### src/rtl/debug_byte_fifo.sv
// Debug byte FIFO: absorbs bursts of debug writes and feeds them one at a time
// to the hex-dump serial transmitter. Writes that arrive while full are counted.
module debug_byte_fifo #(
  parameter int depthBits = 4
) (
  input  logic                 clk,
  input  logic                 reset,
  input  logic [7:0]           wrData,
  input  logic                 wrEn,
  output logic                 full,
  output logic                 empty,
  output logic [depthBits:0]   count,
  output logic [7:0]           dropCount,
  output logic [7:0]           txData,
  output logic                 txLoad,
  input  logic                 txReady,
  output logic [1:0]           fsmState
);

  localparam int Depth = 1 << depthBits;
  localparam logic [depthBits:0]   CountOne  = 1;
  localparam logic [depthBits:0]   CountFull = Depth;
  localparam logic [depthBits-1:0] PtrOne    = 1;

  typedef enum logic [1:0] {
    IDLE = 2'd0,
    LOAD = 2'd1,
    WAIT = 2'd2
  } state_t;

  state_t               state, stateNext;
  logic [7:0]           mem [Depth];
  logic [depthBits-1:0] wrPtr, rdPtr;
  logic                 pop, push, drop;

  assign full     = (count == CountFull);
  assign empty    = (count == '0);
  assign fsmState = state;

  // Handshake with the transmitter: txLoad rises with txData valid and both
  // stay fixed until txReady is seen low (byte taken); the next load waits
  // until txReady has returned high (all characters sent).
  always_comb begin
    stateNext = state;
    pop       = 1'b0;
    case (state)
      IDLE: if (!empty && txReady) begin
        pop       = 1'b1;
        stateNext = LOAD;
      end
      LOAD: if (!txReady) stateNext = WAIT;
      WAIT: if (txReady) stateNext = IDLE;
      default: stateNext = IDLE;
    endcase
  end

  // A pop frees a slot in the same cycle, so a write into a full FIFO still lands.
  assign push = wrEn && (!full || pop);
  assign drop = wrEn && full && !pop;

  always_ff @(posedge clk) begin
    if (!reset && push) mem[wrPtr] <= wrData;
  end

  always_ff @(posedge clk) begin
    if (reset) begin
      state     <= IDLE;
      wrPtr     <= '0;
      rdPtr     <= '0;
      count     <= '0;
      dropCount <= '0;
      txData    <= '0;
      txLoad    <= 1'b0;
    end else begin
      state <= stateNext;
      if (push) wrPtr <= wrPtr + PtrOne;
      if (pop) begin
        rdPtr  <= rdPtr + PtrOne;
        txData <= mem[rdPtr];
      end
      case ({push, pop})
        2'b10:   count <= count + CountOne;
        2'b01:   count <= count - CountOne;
        default: count <= count;
      endcase
      if (drop && dropCount != 8'hFF) dropCount <= dropCount + 8'd1;
      if (pop) txLoad <= 1'b1;
      else if (state == LOAD && !txReady) txLoad <= 1'b0;
    end
  end

endmodule
### config.mk
export PLATFORM = sky130hd
export DESIGN_NAME = debug_byte_fifo
export DESIGN_NICKNAME = d
export VERILOG_FILES = /design/src/rtl/debug_byte_fifo.sv
export SDC_FILE = /design/constraint.sdc
export NUM_CORES = 1
export LEC_CHECK = 0
export ABC_CLOCK_PERIOD_IN_PS = 3300
export BUFFER_PORTS_ARGS = -buffer_cell sky130_fd_sc_hd__buf_4
export CORE_UTILIZATION = 60
export DETAILED_ROUTE_END_ITERATION = 8
export GPL_TIMING_DRIVEN = 0
export PLACE_DENSITY = 0.79
export SLEW_MARGIN = 20
export SYNTH_ARGS = -nofsm -noshare
export SYNTH_HDL_FRONTEND = slang
export SYNTH_SLANG_ARGS = --single-unit
### constraint.sdc
create_clock -name clk -period 3.3 [get_ports clk]
set_clock_uncertainty 0.15 [all_clocks]
set_input_delay 0.495 -clock clk [delete_from_list [all_inputs] [get_ports clk]]
set_output_delay 0.495 -clock clk [all_outputs]
set_load 0.02 [all_outputs]
==> metrics <==
I/O Buffers=36; ys async rst share=0%; gr usage total=26.4%; Final min period=3.23 ns; Max Used Layer=met4; WL per Instance=22.6 microns; Die X=~110 microns; Primary FF master, synth=edfxtp_1; number of global-route vias before repair=3721; crit-path max cell delay=0.85 ns; YS warnings=0; Max-slew headroom=a little under a third; grt ovf=0; fraction of layout cells with a size suffix above 1=26.2%; drt first pass iters=4; CTS Buffer Depth=2; Slew Viols, Final=0; most frequent cells in the layout=128 x edfxtp_1, 37 x buf_4, 33 x nor2_1; Worst Path Buf+Inv=2; first-pass GRT wire length=about 21000 microns; Critical Path AT=roughly 3.2 ns; Crit Path Max Fanout=8; Routed WL=13800 microns; clock-pin slew on the worst setup and hold paths=0.06 ns; Hold WS=about 0.11 ns; setup violators final=0; cell family with most CP delay=simple AND/OR/NAND/NOR gates; largest net degree at the start of global routing=17; row cnt=38; number of CTS-inserted buffers=17; maxcap violations=0; Die Footprint=11500 sq um; DRC viols=0; CTS tree=yes; f_max=309 MHz; starting density of the core=61.4%; met2 WL=between 7000 and 8000 microns; Hold Path Class=input pin to flop; met3 WL=868 microns; GP Congestion=0.791; outcome=finished, final reports clean; Peak VDD IR=517 uV; Sink Count=160; routed vias/inst=6.19; CTS Root Cell=clkbuf_8; initial antenna violation count=0; Die Span Y=107 microns; Least-Margin Pin Slew=1.04 ns; CP startpoint kind=input pin; Post-DRT Antenna Nets=0; synthesized area=6630 sq um; commonest non-fill, non-tap cell in the layout=edfxtp_1; Final nets=477; Yosys cell types=between 50 and 60; static leakage=2.49 nW; crit-path cells=dlygate4sd3_1, buf_4, or3b_2, a31oi_1, nand2_1, nor2_1; worst-skew pair later-pin latency=0.54 ns; routed length on met1=5620 microns; antenna cells=0; routed vias=3773; FF+latch count, synth=160; Crit. End Element=flop; Synth Instances=401; final non-filler cell area=7640 sq um; pwr/cell area=731 nW/um^2; Crit path required time=3.30 ns; critical path class=input pin to flop; final period utilization=between 90 and 100%; part of the Yosys area used for sequential elements=67.6%; IO Count=38; Syn Area/Cell=16.5 sq um; H-tree lvl count=4; Synth Net Count=421; area grow syn2layout=15.2%; First DRT Iteration DRCs=455; total power draw=5.58 mW; Fin. Hold Viols=0; core area=10800 sq um; Worst path slowest cell=nor2_1; number of flops mapped to enable cells by yosys=128; dpl hpwl=about 8600 microns; Placed Area=7070 sq um
where the power goes:
group | total [mW] | internal [mW] | leakage, nW | switching [mW]
Clock | 1.83 | 1.07 | 0.256 | 0.767
Combinational | 1.37 | 0.623 | 0.825 | 0.748
Sequential | 2.38 | 2.28 | 1.41 | 0.0955
Total | 5.58 | 3.97 | 2.49 | 1.61
stage by stage:
step | instances | TNS [ns] | utilization (%) | setup WS, ns
4_1_cts | 610 | 0 | 70.7 | 0.147
2_1_floorplan | 401 | 0 | - | 0.545
3_5_place_dp | 577 | 0 | 65.5 | 0.158
6_report | 610 | 0 | 70.8 | 0.0675
3_3_place_gp | 577 | 0 | 65.5 | 0.246
5_1_grt | 610 | -0.0669 | 70.8 | -0.0131
synth_stat cells (3+ instances only):
cell type	instances	area share, %
clkbuf_1	12	0.68
or3b_2	3	0.40
inv_1	7	0.40
xor2_1	4	0.53
edfxtp_1	128	58
o221ai_1	8	1.1
nand2_1	7	0.40
dfxtp_1	32	9.7
o31ai_1	3	0.34
mux2_2	3	0.51
nand3_1	7	0.53
nor2_1	36	2.0
mux2i_1	20	3.0
nor3_1	5	0.38
xnor2_1	4	0.53
buf_2	7	0.53
ha_1	8	1.5
nor2b_1	5	0.47
o21ai_0	4	0.30
mux4_2	32	11
a21oi_1	13	0.98
or4_1	3	0.34
nand3b_1	9	1.0
or3_1	6	0.57
layer usage:
metal,track usage [%],vias up
met1,34.4,1905
met4,12.0,0
met2,42.8,143
met3,5.84,24
met5,0,-
li1,-,1701
cell type report:
type                            instances  area, sq um
Sequential cell                       160         4480
Fill cell                             679         3160
Multi-Input combinational cell        210         2010
Clock buffer                           20          425
Timing Repair Buffer                   37          280
Tap cell                              140          175
Buffer                                 24          120
Clock inverter                         12          119
Inverter                                7         26.3
timing repair:
action / CTS / global route
gates resized for setup: 0 / 3
endpoints found under the setup margin: 0 / 16
hold endpoints to repair: 1 / 0
hold buffers: 1 / 0
buffers inserted: 0 / 0
kinds of logic after synthesis:
kind of cell | synth area share (%)
flops | 67.6
simple gates | 8.12
mux | 14.7
compound gates | 4.72
buf+inv | 2.21
xor+xnor | 1.06
fa+ha+maj | 1.51
flip-flops by register name, indices dropped and copies added (netlist names):
register,flops
mem,128
txLoad,1
wrPtr,4
txData,8
fsmState,2
dropCount,8
count,5
rdPtr,4
worst paths after layout:
check	startpoint	end	slack, ns	cells past startpoint
min	wrData[7]	mem[1][7]	0.11	1
max reg2reg	fsmState[0]	mem[4][4]	0.19	5
min reg2reg	txLoad	txLoad	0.35	2
max	txReady	mem[4][4]	0.07	6
(Power assumes the default switching activity.)
